## src/rtl/muldiv_pkg.sv

```systemverilog
// Shared definitions for the RV32M execute-stage multiply/divide unit:
// func3 encodings, the M-extension func7 value, FSM state encoding and
// small decode helpers used by both the top level and the operand prep.
package muldiv_pkg;

  localparam int XLEN_DEFAULT  = 32;
  localparam int CNT_W_DEFAULT = 6;

  localparam logic [6:0] M_EXT_FUNC7 = 7'b0000001;

  localparam logic [2:0] F3_MUL    = 3'b000;
  localparam logic [2:0] F3_MULH   = 3'b001;
  localparam logic [2:0] F3_MULHSU = 3'b010;
  localparam logic [2:0] F3_MULHU  = 3'b011;
  localparam logic [2:0] F3_DIV    = 3'b100;
  localparam logic [2:0] F3_DIVU   = 3'b101;
  localparam logic [2:0] F3_REM    = 3'b110;
  localparam logic [2:0] F3_REMU   = 3'b111;

  typedef enum logic [1:0] {
    IDLE = 2'd0,
    BUSY = 2'd1,
    DONE = 2'd2
  } state_t;

  // Any divide-family op (DIV, DIVU, REM, REMU).
  function automatic logic is_div(input logic [2:0] f3);
    return f3[2];
  endfunction

  // Remainder ops return the high half of the divide accumulator.
  function automatic logic is_rem(input logic [2:0] f3);
    return f3[2] & f3[1];
  endfunction

  // Signed divide ops, the only ones subject to the overflow special case.
  function automatic logic is_signed_div(input logic [2:0] f3);
    return (f3 == F3_DIV) || (f3 == F3_REM);
  endfunction

endpackage

```

## src/rtl/muldiv_operand_prep.sv

```systemverilog
// Combinational operand conditioning for ex_muldiv_unit.
// Front half: turns the incoming operands into unsigned magnitudes and
// computes the sign the final result must carry.
// Back half: applies that sign to the finished accumulator and selects the
// architectural result word for the latched operation.
module muldiv_operand_prep
  import muldiv_pkg::*;
#(
  parameter int XLEN = XLEN_DEFAULT
) (
  input  logic [2:0]        req_func3,
  input  logic [XLEN-1:0]   rs1_val,
  input  logic [XLEN-1:0]   rs2_val,
  output logic [XLEN-1:0]   abs_a,
  output logic [XLEN-1:0]   abs_b,
  output logic              res_sign,
  input  logic [2:0]        op_func3,
  input  logic              op_sign,
  input  logic [2*XLEN-1:0] raw,
  output logic [XLEN-1:0]   fixed
);

  logic              a_signed;
  logic              b_signed;
  logic              neg_a;
  logic              neg_b;
  logic [2*XLEN-1:0] prod_fixed;
  logic [XLEN-1:0]   div_word;

  // Decode operand signedness, take magnitudes and derive the result sign.
  always_comb begin
    // NOTE: every signal written here gets a default first so no path can
    // leave it unassigned, which would otherwise infer a latch.
    a_signed = 1'b0;
    b_signed = 1'b0;
    case (req_func3)
      F3_MUL, F3_MULH, F3_DIV, F3_REM: begin
        a_signed = 1'b1;
        b_signed = 1'b1;
      end
      F3_MULHSU: a_signed = 1'b1;
      default: ;
    endcase

    neg_a = a_signed & rs1_val[XLEN-1];
    neg_b = b_signed & rs2_val[XLEN-1];

    // The most negative value maps onto itself, which is still the correct
    // unsigned magnitude.
    abs_a = neg_a ? -rs1_val : rs1_val;
    abs_b = neg_b ? -rs2_val : rs2_val;

    // Remainder follows the dividend; product and quotient follow the xor.
    if (is_rem(req_func3)) res_sign = neg_a;
    else                   res_sign = neg_a ^ neg_b;
  end

  // Apply the recorded sign and pick the result word for the latched op.
  always_comb begin
    prod_fixed = op_sign ? -raw : raw;
    div_word   = is_rem(op_func3) ? raw[2*XLEN-1:XLEN] : raw[XLEN-1:0];
    if (is_div(op_func3))       fixed = op_sign ? -div_word : div_word;
    else if (op_func3 == F3_MUL) fixed = prod_fixed[XLEN-1:0];
    else                         fixed = prod_fixed[2*XLEN-1:XLEN];
  end

endmodule

```

## src/rtl/ex_muldiv_unit.sv

```systemverilog
// RV32M execute-stage multiply/divide unit.
// Accepts an M-extension instruction from the ID/EX bundle, runs an
// iterative shift-add multiply or restoring divide (one bit per cycle),
// stalls the front end meanwhile and pulses res_valid for one cycle with
// the result and destination register.
// Optional build macro MULDIV_ZERO_SKIP_EN: a multiply with a zero operand
// finishes one cycle after acceptance instead of iterating.
module ex_muldiv_unit
  import muldiv_pkg::*;
#(
  parameter int XLEN  = XLEN_DEFAULT,
  parameter int CNT_W = CNT_W_DEFAULT   // 2**CNT_W must exceed XLEN
) (
  input  logic            clk,
  input  logic            rst,
  input  logic            id_valid,
  input  logic [6:0]      func7,
  input  logic [2:0]      func3,
  input  logic [XLEN-1:0] rs1_val,
  input  logic [XLEN-1:0] rs2_val,
  input  logic [4:0]      rd,
  output logic            stall,
  output logic            res_valid,
  output logic [XLEN-1:0] result,
  output logic [4:0]      rd_out
);

  localparam logic [XLEN-1:0]  MIN_INT  = {1'b1, {(XLEN-1){1'b0}}};
  localparam logic [CNT_W-1:0] LAST_CNT = CNT_W'(XLEN - 1);

  state_t state;
  state_t state_next;

  // Operation context captured at acceptance.
  logic [2:0]        op;
  logic [4:0]        rd_lat;
  logic              sign_lat;
  logic [CNT_W-1:0]  count;
  // Multiply: {partial high, multiplier}; divide: {remainder, quotient}.
  logic [2*XLEN-1:0] acc;
  // Multiplicand for multiply, divisor for divide.
  logic [XLEN-1:0]   opnd;

  logic              req;
  logic [XLEN-1:0]   abs_a;
  logic [XLEN-1:0]   abs_b;
  logic              res_sign;
  logic [XLEN-1:0]   fixed;

  logic              div_zero;
  logic              div_ovf;
  logic              zero_skip;
  logic              early_done;
  logic [XLEN-1:0]   early_res;

  logic [XLEN:0]     mul_sum;
  logic [2*XLEN-1:0] mul_next;
  logic [XLEN:0]     div_shift;
  logic [XLEN:0]     div_diff;
  logic [2*XLEN-1:0] div_next;
  logic [2*XLEN-1:0] iter_next;
  logic              last_iter;

  assign req = id_valid && (func7 == M_EXT_FUNC7);

  muldiv_operand_prep #(.XLEN(XLEN)) u_prep (
    .req_func3 (func3),
    .rs1_val   (rs1_val),
    .rs2_val   (rs2_val),
    .abs_a     (abs_a),
    .abs_b     (abs_b),
    .res_sign  (res_sign),
    .op_func3  (op),
    .op_sign   (sign_lat),
    .raw       (iter_next),
    .fixed     (fixed)
  );

  // Resolve the cases that finish without iterating.
  always_comb begin
    div_zero = is_div(func3) && (rs2_val == '0);
    div_ovf  = is_signed_div(func3) && (rs1_val == MIN_INT) && (rs2_val == '1);
`ifdef MULDIV_ZERO_SKIP_EN
    zero_skip = !is_div(func3) && ((rs1_val == '0) || (rs2_val == '0));
`else
    zero_skip = 1'b0;
`endif
    early_done = div_zero || div_ovf || zero_skip;
    early_res  = '0;
    if (div_zero)     early_res = is_rem(func3) ? rs1_val : '1;
    else if (div_ovf) early_res = is_rem(func3) ? '0 : MIN_INT;
  end

  // One shift-add or restoring-divide step on the current accumulator.
  always_comb begin
    mul_sum   = {1'b0, acc[2*XLEN-1:XLEN]} + (acc[0] ? {1'b0, opnd} : '0);
    mul_next  = {mul_sum, acc[XLEN-1:1]};
    // The remainder stays below the divisor, so bit XLEN of the difference
    // is set exactly when the trial subtraction borrows.
    div_shift = {acc[2*XLEN-1:XLEN], acc[XLEN-1]};
    div_diff  = div_shift - {1'b0, opnd};
    div_next  = div_diff[XLEN] ? {div_shift[XLEN-1:0], acc[XLEN-2:0], 1'b0}
                               : {div_diff[XLEN-1:0],  acc[XLEN-2:0], 1'b1};
    iter_next = is_div(op) ? div_next : mul_next;
    last_iter = (count == LAST_CNT);
  end

  // State register.
  always_ff @(posedge clk) begin
    // NOTE: sequential state uses non-blocking assignments so every register
    // samples pre-edge values regardless of statement order.
    if (rst) state <= IDLE;
    else     state <= state_next;
  end

  // Next-state logic.
  always_comb begin
    state_next = state;
    case (state)
      IDLE: if (req) state_next = early_done ? DONE : BUSY;
      BUSY: if (last_iter) state_next = DONE;
      DONE: state_next = IDLE;
      default: state_next = IDLE;
    endcase
  end

  // Outputs decoded from state; stall covers the acceptance cycle too.
  always_comb begin
    stall     = ((state == IDLE) && req) || (state == BUSY);
    res_valid = (state == DONE);
  end

  // Datapath: capture operands, iterate, and publish the result into DONE.
  always_ff @(posedge clk) begin
    if (rst) begin
      op       <= '0;
      rd_lat   <= '0;
      sign_lat <= 1'b0;
      count    <= '0;
      acc      <= '0;
      opnd     <= '0;
      result   <= '0;
      rd_out   <= '0;
    end else begin
      case (state)
        IDLE: begin
          if (req) begin
            op       <= func3;
            rd_lat   <= rd;
            sign_lat <= res_sign;
            count    <= '0;
            acc      <= {{XLEN{1'b0}}, is_div(func3) ? abs_a : abs_b};
            opnd     <= is_div(func3) ? abs_b : abs_a;
            if (early_done) begin
              result <= early_res;
              rd_out <= rd;
            end
          end
        end
        BUSY: begin
          acc   <= iter_next;
          count <= count + 1'b1;
          if (last_iter) begin
            result <= fixed;
            rd_out <= rd_lat;
          end
        end
        default: ;
      endcase
    end
  end

endmodule
```

## config.mk

```make
export PLATFORM = sky130hd
export DESIGN_NAME = ex_muldiv_unit
export DESIGN_NICKNAME = d
export VERILOG_FILES = /design/src/rtl/muldiv_pkg.sv /design/src/rtl/muldiv_operand_prep.sv /design/src/rtl/ex_muldiv_unit.sv
export SDC_FILE = /design/constraint.sdc
export NUM_CORES = 1
export LEC_CHECK = 0
export ABC_AREA = 1
export CORE_MARGIN = 2
export CORE_UTILIZATION = 45
export DETAILED_ROUTE_END_ITERATION = 8
export GPL_ROUTABILITY_DRIVEN = 1
export HOLD_SLACK_MARGIN = 0.15
export PLACE_DENSITY = 0.63
export SLEW_MARGIN = 20
export SYNTH_ARGS = -nofsm -noshare
export SYNTH_HDL_FRONTEND = slang
export SYNTH_SLANG_ARGS = --single-unit
```

## constraint.sdc

```tcl
create_clock -name clk -period 7.8 [get_ports clk]
set_clock_uncertainty 0.15 [all_clocks]
set_input_delay 2.34 -clock clk [delete_from_list [all_inputs] [get_ports clk]]
set_output_delay 2.34 -clock clk [all_outputs]
set_load 0.005 [all_outputs]
```

==> flow_metrics.py, run 1 <==
metrics = {
    "run_status": {
        "status": "finished, final reports clean",
    },
    "clocking": {
        "clkSinkCount": 150,
        "cts_buffer_depth": 2,
        "clk_pin_slew_ns": 0.07,
        "insertion_delay_ns": 0.47,
        "cts_buffers": 17,
        "h-tree-depth": 4,
        "cts_tree": "yes",
        "cts-root-buf": "clkbuf_16",
        "ctsResizeCount": 0,
        "cts_hold_buf": 0,
        "post_cts_buffers": 0,
    },
    "logic_synthesis": {
        "syn_inst": 3194,
        "synthSimpleGateAreaFrac": 0.403,
        "synth_area_mm2": 0.0178,
        "syn-num-nets": 3348,
        "synth_edf_count": 0,
        "ys_ff_latch": 150,
        "avgSynthCellArea_um2": 5.57,
        "synth_top_flop_cell": "dfxtp_1",
        "synth_cell_types": 63,
        "synth_fa_ha_area_frac": 0.0514,
        "synthArstFlopShare": 0,
        "yosysWarnings": 0,
        "seq_area_frac_synth": 0.169,
        "synth_top_family_by_area": "simple AND/OR/NAND/NOR gates",
        "synth.area.mux_share": 0,
        "synth_xor_area_frac": 0.0443,
        "synth_compound_area_frac": 0.206,
    },
    "die": {
        "io_pins": 121,
        "die_h_um": 203,
        "core_area_mm2": 0.0388,
        "start_util": 0.458,
        "rows": 72,
        "dieArea_mm2": 0.0412,
        "die_x_um": 203,
    },
    "worst_setup_path": {
        "crit_chain": "clkdlybuf4s50_1 -> inv_1 -> nor4_1 -> nand2_1 -> nor2_1 -> nor2_2 -> inv_2 -> clkdlybuf4s50_1",
        "crit_arrival_ns": 3.99,
        "crit_path_end_kind": "primary output",
        "worst_path_most_repeated_cell": "clkdlybuf4s50_1",
        "worst_path_largest_cell_delay_ns": 0.49,
        "worstPathRequired_ns": 5.31,
        "critPathSlowestCell": "clkdlybuf4s50_1",
        "critical_path.max_fanout": 2,
        "critPathKind": "input port to primary output",
        "critical_path.startpoint_type": "input port",
    },
    "timing": {
        "period_share": 0.830,
        "relSlewSlack": 0.286,
        "hold_viol_final": 0,
        "tightest_slew_ns": 1.07,
        "finalCriticalPeriod_ns": 6.48,
        "setup_viol": 0,
        "holdWs_ns": 0.323,
        "drv_slew": 0,
        "fin_tns_setup_ns": 0,
        "grt_setup_unrepaired": "false",
        "max_freq_mhz": 154,
    },
    "placement": {
        "place_congestion": 1.11,
        "io_buffers": 120,
        "hpwlAfterDp_um": 69300,
    },
    "drt": {
        "drt-pass1-iter-count": 7,
        "drt_drc_violations_left": 0,
        "drtAntennaViolNets": 0,
        "vias": 22500,
        "viasPerCell": 5.97,
        "drt_wl_total_um": 87000,
        "drtIter0Drc": 3195,
        "wl_per_cell_um": 23.0,
    },
    "job": {
        "maxCapViolations": 0,
    },
    "global_route": {
        "grt_start_max_net_pins": 98,
        "grt_pass1_vias": 20600,
        "grtUsageTotal": 0.414,
        "grt_first_pass_wirelength_um": 128000,
        "grt-ovfl-total": 0,
        "antenna_found_initial": 0,
    },
    "final_layout": {
        "drive_gt1_frac": 0.0645,
        "mostFrequentLayoutCells": "899 x nand2_1, 419 x inv_1, 349 x nor2_1, 235 x a21oi_1, 216 x nand3_1",
        "nNetsFinal": 3397,
        "layout_commonest_cell": "nand2_1",
        "syn_to_final_growth_pct": 12.2,
    },
    "pwr": {
        "power.leakage_nw": 9.92,
        "p_per_area_mw_per_mm2": 106,
        "ir_drop_mv": 0.152,
    },
    "hold_path": {
        "holdCritPathClass": "flip-flop to flip-flop",
    },
}
[power by group]
part,switching [W],internal (W)
combinational,0.000331,0.000125
sequential,0.00000528,0.000772
clock,0.000447,0.000435
[worst paths after layout]
kind | startpoint | end | slack [ns] | depth (start not counted)
setup / recovery | func7[0] | stall | 1.32 | 8
hold / removal | result[20] | result[20] | 0.32 | 2
setup reg to reg | acc[31] | result[26] | 2.09 | 33
hold reg to reg | result[20] | result[20] | 0.32 | 2
[worst max-delay path: cells and delay by family]
family	cells	cell delay [ns]
AND/OR/NAND/NOR	4	0.61
buffers and inverters	4	1.04
[cells in the mapped netlist (7+ instances only)]
library cell,count,area share
inv_1,419,0.088
buf_6,10,0.0063
ha_1,70,0.049
o21ai_2,22,0.011
nand2_4,9,0.0057
inv_2,26,0.0055
nor4_1,12,0.0042
or2_2,10,0.0035
nand2_2,27,0.0095
buf_2,20,0.0056
o21a_1,9,0.0038
nor2_1,353,0.074
dfxtp_1,150,0.17
nand3b_1,14,0.0059
o21bai_1,8,0.0034
a31oi_1,18,0.0063
nand3_1,216,0.061
nor2_2,16,0.0056
nand2_1,899,0.19
buf_1,18,0.0038
nand4_1,52,0.018
o21ai_0,197,0.055
o211ai_1,12,0.0051
a221oi_1,22,0.011
o21ai_1,30,0.0084
nor3_1,42,0.012
clkbuf_1,72,0.015
a21oi_1,235,0.066
clkinv_1,7,0.0015
o221ai_1,11,0.0054
xor2_1,68,0.033
xnor2_1,22,0.011
o22ai_1,24,0.0084
[flip-flops by register name, summed over array words and instances (netlist names)]
name,count
rd_lat,5
result,32
opnd,32
count,6
op,3
acc,64
sign_lat,1
state,2
rd_out,5
[cells by family after synthesis]
logic type               Yosys count
adder cells (fa/ha/maj)           72
buffers and inverters            573
AND/OR/NAND/NOR                 1675
AO/OA/AOI/OAI                    634
XOR/XNOR                          90
flip-flops                       150
[per-stage QoR]
step,util,setup WS (ns),area [µm²],power (W),cells
floorplan,-,1.99,17800,0.00103,3194
CTS,0.514,1.30,20000,0.00209,3774
global placement,0.499,1.23,19400,0.00123,3742
global route,0.514,1.19,20000,0.00215,3774
detailed placement,0.499,1.32,19400,0.00123,3742
finish,0.514,1.32,20000,0.00212,3775
[per-layer routing]
layer | track usage | wire, µm | vias up
met5 | 0 | 0 | -
met4 | 0.219 | 5130 | 0
met3 | 0.0875 | 9750 | 262
met2 | 0.636 | 37100 | 1402
met1 | 0.543 | 35000 | 10400
li1 | - | - | 10500
[cell type report]
class	instances	area (µm²)
clock buffer	17	425
timing repair buffer	151	1440
fill	4259	18900
sequential	150	3010
antenna	1	2.50
inverter	452	1700
multi-input combinational	2471	12600
clock inverter	15	181
tap	518	648
(Power assumes the default switching activity.)
==> inputs of run 2 (changes only) <==
--- a/config.mk
+++ b/config.mk
@@ -11,7 +11,7 @@
 export DETAILED_ROUTE_END_ITERATION = 8
 export GPL_ROUTABILITY_DRIVEN = 1
 export HOLD_SLACK_MARGIN = 0.15
-export PLACE_DENSITY = 0.63
+export PLACE_DENSITY = 0.65
 export SLEW_MARGIN = 20
 export SYNTH_ARGS = -nofsm -noshare
 export SYNTH_HDL_FRONTEND = slang
==> constraint.sdc (replaced) <==
create_clock -name clk -period 5.9 [get_ports clk]
set_clock_uncertainty 0.15 [all_clocks]
set_input_delay 1.77 -clock clk [delete_from_list [all_inputs] [get_ports clk]]
set_output_delay 1.77 -clock clk [all_outputs]
set_load 0.005 [all_outputs]
==> run 2 against run 1 <==
  * Die area unchanged
  * Critical path depth unchanged
  * Register-to-register slack got worse by 1.3 ns
  * Clock-buffer cell count did not move
  * Sequential cell count unchanged
==> flow_metrics.py, run 2 (same netlist as run 1, synthesis figures left out) <==
metrics = {
    "timing": {
        "relSlewSlack": 0.235,
        "tightest_slew_ns": 1.15,
        "finalCriticalPeriod_ns": 5.31,
        "period_share": 0.899,
        "fin_tns_setup_ns": 0,
        "max_freq_mhz": 188,
        "hold_viol_final": 0,
        "drv_slew": 0,
        "setup_viol": 0,
        "holdWs_ns": 0.323,
        "grt_setup_unrepaired": "false",
    },
    "worst_setup_path": {
        "critPathKind": "input port to primary output",
        "worstPathRequired_ns": 3.98,
        "crit_arrival_ns": 3.39,
        "reg2reg_slack_ns": 0.81,
        "reg2reg_from": "acc[31]",
        "critical_path.max_fanout": 2,
        "critical_path.startpoint_type": "input port",
        "worstReg2RegEnd": "result[8]",
        "worstRegToRegCells": 33,
        "crit_path_end_kind": "primary output",
    },
    "clocking": {
        "cts-root-buf": "clkbuf_16",
        "insertion_delay_ns": 0.49,
        "post_cts_buffers": 0,
        "h-tree-depth": 4,
        "cts_buffer_depth": 2,
        "clkSinkCount": 150,
        "clk_pin_slew_ns": 0.08,
        "cts_hold_buf": 0,
        "ctsResizeCount": 0,
        "cts_buffers": 17,
        "cts_tree": "yes",
    },
    "final_layout": {
        "nNetsFinal": 3431,
        "layout_commonest_cell": "nand2_1",
        "top_register": "acc",
        "drive_gt1_frac": 0.0742,
        "reg.largest.list": "acc x64, opnd x32, result x32",
        "largest_register_ffs": 64,
        "syn_to_final_growth_pct": 13.5,
        "antenna_cells": 0,
        "mostFrequentLayoutCells": "899 x nand2_1, 419 x inv_1, 349 x nor2_1, 235 x a21oi_1, 216 x nand3_1",
        "fin_area_mm2": 0.0202,
        "fin_cells": 3808,
    },
    "die": {
        "die_x_um": 203,
        "io_pins": 121,
        "core_area_mm2": 0.0388,
        "dieArea_mm2": 0.0412,
        "rows": 72,
        "start_util": 0.458,
        "die_h_um": 203,
    },
    "hold_path": {
        "worstHoldEndpoint": "result[21]",
        "holdCritPathClass": "flip-flop to flip-flop",
        "whs_path_depth": 2,
        "hold_start": "result[21]",
    },
    "placement": {
        "hpwlAfterDp_um": 70600,
        "dpl_cell_area_mm2": 0.0196,
        "io_buffers": 120,
        "place_congestion": 1.07,
        "dpl.cell_count": 3776,
    },
    "drt": {
        "drtAntennaViolNets": 0,
        "drt-pass1-iter-count": 8,
        "vias": 22700,
        "viasPerCell": 5.95,
        "drtIter0Drc": 2977,
        "wl_per_cell_um": 23.0,
        "drt_wl_total_um": 87700,
        "drt_drc_violations_left": 0,
    },
    "global_route": {
        "grt_start_max_net_pins": 94,
        "grt-ovfl-total": 0,
        "grt_first_pass_wirelength_um": 131000,
        "grt_pass1_vias": 21100,
        "antenna_found_initial": 1,
        "grtUsageTotal": 0.424,
    },
    "pwr": {
        "p_per_area_mw_per_mm2": 140,
        "ir_drop_mv": 0.236,
        "power.leakage_nw": 10.1,
    },
    "run_status": {
        "status": "finished, final reports clean",
    },
    "job": {
        "maxCapViolations": 0,
    },
}
## run 2: worst max-delay path by stage
| stage | from | endpoint | depth (start not counted) | slack, ns |
|---|---|---|---|---|
| 5_1_grt | acc[31] | result[12] | 34 | 0.44 |
| 2_1_floorplan | func7[2] | stall | 6 | 1.23 |
| 4_1_cts | func7[0] | stall | 8 | 0.58 |
| 6_report | func7[0] | stall | 8 | 0.59 |
| 3_5_place_dp | rs1_val[0] | result[2] | 16 | 0.40 |
| 3_3_place_gp | func7[0] | stall | 8 | 0.56 |
## run 2: final cells by class
class                      count  area [µm²]
tap                          518         648
timing repair buffer         185        1680
clock buffer                  17         425
fill                        4206       18600
sequential                   150        3010
clock inverter                15         183
inverter                     452        1700
multi-input combinational   2471       12600
## run 2: critical path, cell delays in order
cell and delay (ns):
clkdlybuf4s50_1 0.45, inv_1 0.05, nor4_1 0.23, nand2_1 0.10
nor2_1 0.16, nor2_2 0.06, inv_2 0.07, clkdlybuf4s50_1 0.49
## run 2: where the power goes
| group | switching [W] | leakage (nW) | internal, W |
|---|---|---|---|
| clock | 0.000587 | 0.291 | 0.000607 |
| sequential | 0.0000143 | 1.21 | 0.00102 |
| combinational | 0.000430 | 8.60 | 0.000168 |
## run 2: per-layer routing
layer / track usage / vias to the layer above / part of all wire
met5: 0 / - / 0.00010
met4: 0.253 / 2 / 0.065
met3: 0.100 / 265 / 0.12
met2: 0.633 / 1469 / 0.42
met1: 0.554 / 10400 / 0.40
li1: - / 10600 / -
## run 2: through the flow
stage	util	power (W)	setup WS, ns
finish	0.520	0.00283	0.593
global route	0.520	0.00288	0.437
CTS	0.520	0.00280	0.582
detailed placement	0.505	0.00163	0.404
global placement	0.505	0.00163	0.564
floorplan	-	0.00137	1.23
